===== config.mk =====
export PLATFORM = sky130hd
export DESIGN_NAME = mem_rw_master
export DESIGN_NICKNAME = d
export VERILOG_FILES = /design/src/rtl/mem_rw_master.sv
export SDC_FILE = /design/constraint.sdc
export NUM_CORES = 1
export LEC_CHECK = 0
export ABC_AREA = 0
export CAP_MARGIN = 20
export CORE_MARGIN = 2
export CORE_UTILIZATION = 46
export CTS_CLUSTER_SIZE = 25
export DETAILED_ROUTE_END_ITERATION = 7
export PLACE_DENSITY = 0.8
export SKIP_CTS_REPAIR_TIMING = 1
export SLEW_MARGIN = 5
export SYNTH_ARGS = -nofsm -noshare
export SYNTH_HDL_FRONTEND = slang
export SYNTH_SLANG_ARGS = --single-unit

===== constraint.sdc =====
create_clock -name i_clk -period 2.4 [get_ports i_clk]
set_clock_uncertainty 0.1 [all_clocks]
set_input_delay 0.24 -clock i_clk [delete_from_list [all_inputs] [get_ports i_clk]]
set_output_delay 0.24 -clock i_clk [all_outputs]
set_load 0.05 [all_outputs]

===== src/rtl/mem_rw_master.sv =====
// Command sequencer in front of a byte-wide memory R/W controller: issues a
// request, waits for ack (with timeout), then streams bytes one at a time.
module mem_rw_master #(
  parameter int ADDR_W      = 6,
  parameter int LEN_W       = 4,
  parameter int ACK_TIMEOUT = 15
) (
  input  logic              i_clk,
  input  logic              i_reset,
  input  logic              i_cmd_valid,
  output logic              o_cmd_ready,
  input  logic              i_cmd_wr,
  input  logic [ADDR_W-1:0] i_cmd_addr,
  input  logic [LEN_W-1:0]  i_cmd_len,
  input  logic [7:0]        i_wdat,
  input  logic              i_wdat_valid,
  output logic              o_wdat_ready,
  output logic [7:0]        o_rdat,
  output logic              o_rdat_valid,
  input  logic              i_rdat_ready,
  output logic              o_busy,
  output logic              o_err,
  output logic              o_wr_req,
  output logic              o_rd_req,
  output logic [ADDR_W-1:0] o_addr,
  output logic [LEN_W-1:0]  o_num_b,
  input  logic              i_ack,
  output logic [7:0]        o_wr_data,
  output logic              o_wr_valid,
  input  logic              i_wr_done,
  input  logic [7:0]        i_rd_data,
  input  logic              i_rd_valid,
  output logic              o_rd_done
);

  localparam int TMO_W = $clog2(ACK_TIMEOUT + 1);

  typedef enum logic [1:0] {S_IDLE, S_REQ, S_WR_XFER, S_RD_XFER} state_t;

  state_t            state_q, state_d;
  logic [ADDR_W-1:0] addr_q, addr_d;
  logic [LEN_W-1:0]  num_b_q, num_b_d;
  logic [LEN_W-1:0]  cnt_q, cnt_d;
  logic [TMO_W-1:0]  tmo_q, tmo_d;
  logic              dir_wr_q, dir_wr_d;
  logic              err_q, err_d;
  logic [7:0]        wr_data_q, wr_data_d;
  logic              wr_valid_q, wr_valid_d;
  logic [7:0]        rdat_q, rdat_d;
  logic              rdat_valid_q, rdat_valid_d;

  logic wr_accept, wr_fire, rd_free, rd_accept;

  // Only one write byte may be in flight; a read byte is accepted when the
  // host-side buffer is empty or being drained in the same cycle.
  assign wr_accept = (state_q == S_WR_XFER) && !wr_valid_q && i_wdat_valid;
  assign wr_fire   = (state_q == S_WR_XFER) && wr_valid_q && i_wr_done;
  assign rd_free   = !rdat_valid_q || i_rdat_ready;
  assign rd_accept = (state_q == S_RD_XFER) && i_rd_valid && rd_free && (cnt_q != num_b_q);

  always_comb begin
    state_d      = state_q;
    addr_d       = addr_q;
    num_b_d      = num_b_q;
    cnt_d        = cnt_q;
    tmo_d        = tmo_q;
    dir_wr_d     = dir_wr_q;
    err_d        = 1'b0;
    wr_data_d    = wr_data_q;
    wr_valid_d   = wr_valid_q;
    rdat_d       = rdat_q;
    rdat_valid_d = rdat_valid_q;
    case (state_q)
      S_IDLE: begin
        if (i_cmd_valid) begin
          if (i_cmd_len == '0) begin
            err_d = 1'b1;
          end else begin
            addr_d   = i_cmd_addr;
            num_b_d  = i_cmd_len;
            dir_wr_d = i_cmd_wr;
            cnt_d    = '0;
            tmo_d    = '0;
            state_d  = S_REQ;
          end
        end
      end
      S_REQ: begin
        tmo_d = tmo_q + TMO_W'(1);
        // An ack in the timeout cycle still wins.
        if (i_ack) begin
          state_d = dir_wr_q ? S_WR_XFER : S_RD_XFER;
        end else if (tmo_q == TMO_W'(ACK_TIMEOUT - 1)) begin
          err_d   = 1'b1;
          state_d = S_IDLE;
        end
      end
      S_WR_XFER: begin
        if (wr_accept) begin
          wr_data_d  = i_wdat;
          wr_valid_d = 1'b1;
        end
        if (wr_fire) begin
          wr_valid_d = 1'b0;
          cnt_d      = cnt_q + LEN_W'(1);
          addr_d     = addr_q + ADDR_W'(1);
          if (cnt_q + LEN_W'(1) == num_b_q) state_d = S_IDLE;
        end
      end
      S_RD_XFER: begin
        if (rdat_valid_q && i_rdat_ready) rdat_valid_d = 1'b0;
        if (rd_accept) begin
          rdat_d       = i_rd_data;
          rdat_valid_d = 1'b1;
          cnt_d        = cnt_q + LEN_W'(1);
          addr_d       = addr_q + ADDR_W'(1);
        end
        if (cnt_q == num_b_q && rd_free) state_d = S_IDLE;
      end
      default: state_d = S_IDLE;
    endcase
  end

  always_ff @(posedge i_clk or posedge i_reset) begin
    if (i_reset) begin
      state_q      <= S_IDLE;
      addr_q       <= '0;
      num_b_q      <= '0;
      cnt_q        <= '0;
      tmo_q        <= '0;
      dir_wr_q     <= 1'b0;
      err_q        <= 1'b0;
      wr_data_q    <= '0;
      wr_valid_q   <= 1'b0;
      rdat_q       <= '0;
      rdat_valid_q <= 1'b0;
    end else begin
      state_q      <= state_d;
      addr_q       <= addr_d;
      num_b_q      <= num_b_d;
      cnt_q        <= cnt_d;
      tmo_q        <= tmo_d;
      dir_wr_q     <= dir_wr_d;
      err_q        <= err_d;
      wr_data_q    <= wr_data_d;
      wr_valid_q   <= wr_valid_d;
      rdat_q       <= rdat_d;
      rdat_valid_q <= rdat_valid_d;
    end
  end

  assign o_cmd_ready  = (state_q == S_IDLE);
  assign o_busy       = (state_q != S_IDLE);
  assign o_wr_req     = (state_q == S_REQ) && dir_wr_q;
  assign o_rd_req     = (state_q == S_REQ) && !dir_wr_q;
  assign o_wdat_ready = wr_accept;
  assign o_rd_done    = rd_accept;
  assign o_err        = err_q;
  assign o_addr       = addr_q;
  assign o_num_b      = num_b_q;
  assign o_wr_data    = wr_data_q;
  assign o_wr_valid   = wr_valid_q;
  assign o_rdat       = rdat_q;
  assign o_rdat_valid = rdat_valid_q;

endmodule


# --- Yosys cells after proc, flatten, opt, wreduce, memory -nomap -nowiden ---
# Index checks and enable logic that the tools add are counted.
word_totals:
  reg_bits: 40
  in_bits: 35
  word_cells: 88
  output_inout_bits: 35
classes:
  addsub: 3
  n_eq_ne: 14
  bitwise: 1
  reduce_logical: 30
  n_mux: 29
ops:
  columns: ["op", "n"]
  rows:
  - ["$mux W6", 4]
  - ["$pmux W6 S3", 1]
  - ["$mux W4", 4]
  - ["$mux W2", 7]
  - ["$pmux W4 S3", 1]
  - ["$logic_and A1 B1 Y1", 11]
  - ["$mux W1", 9]
  - ["$add A4 B1 Y4 const B", 2]
  - ["$eq A4 B4 Y1", 2]
  - ["$ne A2 B2 Y1 const B", 4]
  - ["$pmux W2 S4", 1]
  - ["$pmux W4 S2", 1]
  - ["$reduce_and A2 Y1", 4]
  - ["$reduce_bool A2 Y1", 4]
  - ["$add A6 B1 Y6 const B", 1]
  - ["$reduce_and A3 Y1", 2]
  - ["$reduce_and A6 Y1", 1]
  - ["$reduce_and A5 Y1", 1]
  - ["$eq A2 B2 Y1 const B", 2]
  - ["$eq A4 B4 Y1 const B", 1]
  - ["$logic_not A4 Y1", 1]
  - ["$ne A2 B1 Y1 const B", 2]
  - ["$ne A4 B4 Y1", 1]
  - ["$logic_not A1 Y1", 3]
  - ["7 further kinds", 7]

# --- Logic depth before layout (Yosys ltp) ---
# Gate-level depths: netlist of run 1.
depth:
  ltp_word: 6
  ltp_mapped: 7
  ltp_nobuf: 6

# --- Worst setup path before layout of run 1 ---
# No wires, ideal clock.
synth_timing:
  path_type: "register -> register"
  start: "register num_b_q[1] (netlist: o_num_b[1])"
  end: "register rdat_q[0] (netlist: o_rdat[0])"
  setup_time_ns: 0.125
  arrival_time_ns: 1.893
  required_time_ns: 2.175
  slack_ns: 0.282
  path_buffers: 1
  synth_period_minus_slack_ns: 2.118
  path_stages_with_launch: 6
  cell_sequence: "dfrtp_1 > xor2_1 > nor4bb_4 > or2_4 > buf_6 > mux2_4"
synth_between:
  elab_chain_cells: 3
synth_lines:
  columns: ["item", "line_no", "rtl"]
  rows:
  - ["start, declared", "42", "logic [LEN_W-1:0] num_b_q, num_b_d;"]
  - ["start signal, assigned", "140", "num_b_q <= num_b_d;"]
  - ["$ne A4 B4 Y1", "59", "assign rd_accept = (state_q == S_RD_XFER) && i_rd_valid && rd_free && (cnt_q != num_b_q);"]
  - ["$logic_and A1 B1 Y1", "59", null]
  - ["$reduce_and A2 Y1 (no line)", null, null]
  - ["end signal, assigned", "147", "rdat_q <= rdat_d;"]
  - ["end, declared", "49", "logic [7:0] rdat_q, rdat_d;"]
# Every way passes these cells.
# A chain may end at the register's enable or synchronous reset.

# --- Worst setup path in the final report of run 1 ---
layout_timing:
  start: "register cnt_q[0]"
  end: "output port o_rd_done"
layout_between:
  elab_chain_cells: 2
layout_lines:
  columns: ["item", "line_no", "rtl"]
  rows:
  - ["start, declared", "43", "logic [LEN_W-1:0] cnt_q, cnt_d;"]
  - ["start signal, assigned", "141", "cnt_q <= cnt_d;"]
  - ["$ne A4 B4 Y1", "59", null]
  - ["$logic_and A1 B1 Y1", "59", null]
  - ["end, declared", "33", "output logic o_rd_done"]
# Every way passes these cells.

==> metrics, run 1 <==
FILL cells=approximately 340; CTS Buf Count=5; Cell Pwr Density=1600 nW/um^2; post-route DRC violation count=0; met1 usage=0.237; unique cell type count in the Yosys netlist=51; clk buf depth=2; Post-synth EDFFs=0; CP Capture Type=output pin; row count=24; ranking of synthesized cells by area=dfrtp_1 48%, mux2_2 5.9%, mux2_4 5.7%; maximum vdd ir drop=0.894 mV; 1st-pass router iterations=4; Initial Util=0.479; multi-input logic area=1020 um^2; wire per inst=14.3 um; largest net degree at the start of global routing=41; Inst Count DP=~310; Avg Inst Size Synth=11.3 um^2; Mapped Nets=about 230; vias in the first global route=1601; setup_tns=0 ns; Synth top area share=0.477; Worst-path clk slew=0.07 ns; Ports=70; final WL=about 4500 um; Startpoint Class=register; DRT antenna net count=0; setup slack, reg-to-reg=0.27 ns; Highest Clock Rate=0.449 GHz; Post-Place Setup Slack=roughly 0.13 ns; initial antenna violation count=0; Final setup viols=0; port bufs=69; post-synthesis sequential area ratio=0.477; die width=roughly 72 um; Final Max Slew Viols=0; met2 usage=0.317; share of cells above drive strength 1=0.191; Final Instance Count excl. Fillers=314; Final Cycle Share=0.927; area leader, netlist=dfrtp_1; DR iter-0 viols=86; Worst Tran Pin Value=0.612 ns; HPWL reported at the end of detailed placement=between 3000 and 4000 um; RSZ-0062 raised after global routing=no; MaxCap Viol Count=0; FF+latch area=between 1000 and 1500 um^2; Clock Sink Count=40; vias after detailed routing=1667; Lkg Pwr=between 1 and 1.5 nW; CP Max Fanout=11; RD Place Congestion=0.783; hold crit path type=in -> async; area delta synth->final=41.4%; Slew HR=0.591; GRT Total Usage=0.187; via/cell ratio=5.31; GR Util met3=0.0478; #FFs+latches synth=40; Die H=71.6 um; crit path DAT=~1.9 ns; Synth Flop Type=dfrtp_1; Syn Std Cell Area=2100 um^2; # H-tree levels=2; clock root cell=clkbuf_8; Gate Count Post-Synth=186; CP Data Required Time=2.06 ns; first-pass GRT wire length=~7500 um; Die Footprint=5120 um^2; status=finished, final reports clean; CP Class=reg -> out; most frequent cell after synthesis=dfrtp_1; Hold Vio Cnt, Final=0; core area=4380 um^2; worst hold slack=0.271 ns; busiest layer in global routing=met2; latest clock arrival within the worst-skew pair=0.29 ns; Antenna Cells=0; minimum clock period=2.23 ns; Nets=300; Overflow after GRT=0; commonest cells in the netlist=40 x dfrtp_1, 20 x nand2_1, 11 x mux2_2; CTS tree=yes; asr flop ratio synth=1.00; Setup WS post-layout=~0.17 ns; Ys Warns=0
-- worst max-delay path, stage by stage (launching register included) --
cell	delay (ns)
dfrtp_1	0.43
xnor2_1	0.20
nor4bb_4	0.39
or2_4	0.33
inv_2	0.09
buf_12	0.15
-- per-layer routing --
metal  vias up  share of wire
met1       804           0.45
met3         6          0.054
met4         0          0.013
li1        818              -
met2        39           0.48
met5         -              0
-- sequential cells by signal (all words and copies together), names as in the netlist, 2 cells and up --
register / cells
o_num_b: 4
o_addr: 6
state_q: 2
o_rdat: 8
o_wr_data: 8
tmo_q: 4
cnt_q: 4
-- layout by cell type (no fill, tap or decap), drive strengths merged, types with 2 or more instances in the layout --
cell type | synthesis | layout
o21ai | 10 | 10
nor3b | 2 | 2
nor2 | 10 | 10
xnor2 | 4 | 4
dfrtp | 40 | 40
clkbuf | 2 | 8
ha | 4 | 4
a31oi | 3 | 3
clkdlybuf4s50 | 0 | 63
a211oi | 3 | 3
o22ai | 4 | 4
or2 | 2 | 2
and4 | 2 | 2
inv | 10 | 10
xor2 | 3 | 3
mux2 | 21 | 21
nand2b | 2 | 2
nand4 | 3 | 3
mux2i | 4 | 4
a21oi | 8 | 8
nand3 | 7 | 7
buf | 5 | 12
nand2 | 20 | 20
-- metrics by stage --
| step | util | cell area [um^2] | power, mW |
|---|---|---|---|
| 2_1_floorplan | - | 2100 | 3.44 |
| 4_1_cts | 0.676 | 2960 | 4.79 |
| 3_3_place_gp | 0.655 | 2870 | 4.28 |
| 6_report | 0.677 | 2970 | 4.76 |
| 5_1_grt | 0.677 | 2970 | 5.06 |
| 3_5_place_dp | 0.655 | 2870 | 4.32 |
-- layout make-up --
type / count / share of cell area
multi-input cells: 129 / 0.343
inverters: 10 / 0.0126
flip-flops and latches: 40 / 0.337
clock buffers: 8 / 0.0303
well taps: 52 / 0.0219
repair buffers: 75 / 0.255
-- cell families (layout without fill, tap and decap cells) --
group                    count (synthesis)  after routing  share of synthesized area
AND/OR/NAND/NOR                         55             55                      0.142
buffers and inverters                   17             93                     0.0387
multiplexers                            25             25                      0.146
adder cells (fa/ha/maj)                  4              4                     0.0238
AO/OA/AOI/OAI                           38             38                      0.139
flip-flops                              40             40                      0.477
XOR/XNOR                                 7              7                     0.0328
-- power breakdown --
part / internal (mW) / total (mW) / leakage, nW / switching (mW)
registers: 0.999 / 1.31 / 0.484 / 0.313
logic: 1.22 / 3.00 / 0.759 / 1.78
clock network: 0.234 / 0.454 / 0.0455 / 0.219
-- path summary, 6_finish.rpt --
| path | startpoint | to | depth (start not counted) |
|---|---|---|---|
| hold / removal | i_reset | o_wr_data[4] | 3 |
| setup / recovery | cnt_q[0] | o_rd_done | 5 |
| min in group i_clk | o_wr_data[5] | o_wr_data[5] | 1 |
| hold reg to reg | o_wr_data[5] | o_wr_data[5] | 1 |
| max in group asynchronous | i_reset | o_num_b[1] | 3 |
| setup reg to reg | state_q[1] | cnt_q[3] | 5 |
Note: power is estimated with default switching activity, not from simulation.
==> run 2, diff against run 1 <==
- CELL_PAD_IN_SITES_DETAIL_PLACEMENT: unset -> 0
- CELL_PAD_IN_SITES_GLOBAL_PLACEMENT: unset -> 2
- CORE_UTILIZATION: 46 -> 28
- PLACE_DENSITY: 0.8 -> 0.79
==> run 2 against run 1 <==
  * Sequential power hardly changed
  * Worst setup slack better by 0.081 ns
  * Combinational power is 3% higher
  * Count of clock-buffer cells in the layout is 3 lower
  * Global-route usage is 6.4 points lower
  * Die area is 60% higher
  * Critical path depth stayed put
  * Maximum frequency is 3.8% higher
  * First-iteration DRC count is 52% lower
  * Design area is 6.3% higher
  * Largest power group unchanged
  * Highest routed layer unchanged
==> metrics, run 2 (same netlist as run 1, synthesis figures left out) <==
status=finished, final reports clean (unchanged); row count=31 (was 24); maximum vdd ir drop=0.746 mV (was 0.894 mV); CTS tree=yes (unchanged); DR iter-0 viols=41 (was 86); Highest Clock Rate=0.466 GHz (was 0.449 GHz); CP Class=reg -> out (unchanged); Inst Count DP=354 (was 305); Cell Pwr Density=1630 nW/um^2 (was 1600 nW/um^2); largest net degree at the start of global routing=41 (unchanged); initial antenna violation count=0 (unchanged); CP Capture Type=output pin (unchanged); most common cell after layout, fill and taps aside=clkdlybuf4s50_1 (unchanged); Worst Tran Pin Value=0.538 ns (was 0.612 ns); core area=7250 um^2 (was 4380 um^2); Lkg Pwr=1.36 nW (was 1.29 nW); share of cells above drive strength 1=0.222 (was 0.191); die width=90.6 um (was 71.6 um); Power Total=5.16 mW (was 4.76 mW); Nets=308 (was 300); Die H=90.6 um (was 71.6 um); Final Instance Count excl. Fillers=369 (was 314); CP Data Required Time=2.06 ns (about the same); FILL cells=725 (was 341); Slew HR=0.640 (was 0.591); reg2reg end=cnt_q[2] (was cnt_q[3]); vias in the first global route=1586 (was 1601); Hold Vio Cnt, Final=0 (unchanged); RR Startpoint=cnt_q[2] (was state_q[1]); CP Max Fanout=7 (was 11); via/cell ratio=4.63 (was 5.31); area delta synth->final=50.4% (was 41.4%); GRT Total Usage=0.123 (was 0.187); Worst-path clk slew=0.08 ns (was 0.07 ns); Die Footprint=8210 um^2 (was 5120 um^2); RSZ-0062 raised after global routing=no (unchanged); DRT antenna net count=0 (unchanged); most frequent cells in the layout=63 x clkdlybuf4s50_1, 40 x dfrtp_1, 20 x nand2_1 (unchanged); Clock Sink Count=40 (unchanged); Ports=70 (unchanged); crit path from=cnt_q[0] (unchanged); Initial Util=0.289 (was 0.479); minimum clock period=2.15 ns (was 2.23 ns); clk buf depth=2 (unchanged); post-route DRC violation count=0 (unchanged); CTS Buf Count=5 (unchanged); crit path DAT=1.81 ns (was 1.89 ns); setup_tns=0 ns (unchanged); Final Max Slew Viols=0 (unchanged); port bufs=69 (unchanged); MaxCap Viol Count=0 (unchanged); clock root cell=clkbuf_8 (unchanged); setup slack, reg-to-reg=0.34 ns (was 0.27 ns); Antenna Cells=0 (unchanged); Startpoint Class=register (unchanged); RD Place Congestion=0.711 (was 0.783); Worst R2R Path Depth=6 (was 5); vias after detailed routing=1708 (was 1667); hold crit path type=in -> async (unchanged); latest clock arrival within the worst-skew pair=0.29 ns (about the same); final WL=5100 um (was 4500 um); wire per inst=13.8 um (was 14.3 um); HPWL reported at the end of detailed placement=3730 um (was 3350 um); Overflow after GRT=0 (unchanged); Final setup viols=0 (unchanged); 1st-pass router iterations=4 (unchanged); Final Cycle Share=0.894 (was 0.927); first-pass GRT wire length=8060 um (was 7450 um); # H-tree levels=2 (unchanged)
[run 2: worst max-delay path, cell delays in order, from the launching register on]
cell,delay (ns)
dfrtp_1,0.44
xnor2_1,0.21
nor4bb_4,0.42
or2_4,0.24
inv_2,0.07
buf_12,0.14
[run 2: area by class of cell]
| class | instances | area [um^2] | share of cell area |
|---|---|---|---|
| Inverter | 10 | 37.5 | 0.0119 |
| Clock inverter | 3 | 90.1 | 0.0285 |
| Multi-Input combinational cell | 129 | 1020 | 0.322 |
| Sequential cell | 40 | 1000 | 0.317 |
| Clock buffer | 5 | 68.8 | 0.0218 |
| Tap cell | 99 | 124 | 0.0392 |
| Timing Repair Buffer | 83 | 818 | 0.259 |
[run 2: how the worst max path moves through the flow]
stage | endpoint | slack [ns] | cells after the start
CTS | o_rd_done | 0.02 | 5
global route | o_rd_done | 0.14 | 5
floorplan | o_rdat[0] | 0.28 | 5
detailed placement | o_addr[4] | 0.18 | 6
finish | o_rd_done | 0.25 | 5
global placement | o_addr[4] | 0.20 | 6
[run 2: where the power goes]
part           switching (mW)  leakage [nW]  internal [mW]
Sequential              0.308         0.484          0.998
Clock                   0.244        0.0784          0.520
Combinational            1.82         0.794           1.27
Total                    2.37          1.36           2.79
[run 2: metrics by stage]
stage | util | area, um^2 | hold slack, ns | worst slack [ns]
floorplan | - | 2100 | 0.244 | 0.282
global placement | 0.406 | 2950 | 0.386 | 0.205
detailed placement | 0.406 | 2950 | 0.393 | 0.178
CTS | 0.428 | 3100 | 0.296 | 0.0213
global route | 0.435 | 3160 | 0.342 | 0.138
finish | 0.435 | 3160 | 0.278 | 0.255
[run 2: layer usage]
metal  up-vias  wire (um)  track usage
li1        831          -            -
met1       827       2390        0.166
met2        45       2410        0.193
met3         5        226       0.0359
met4         0         61       0.0346
met5         -          0            0
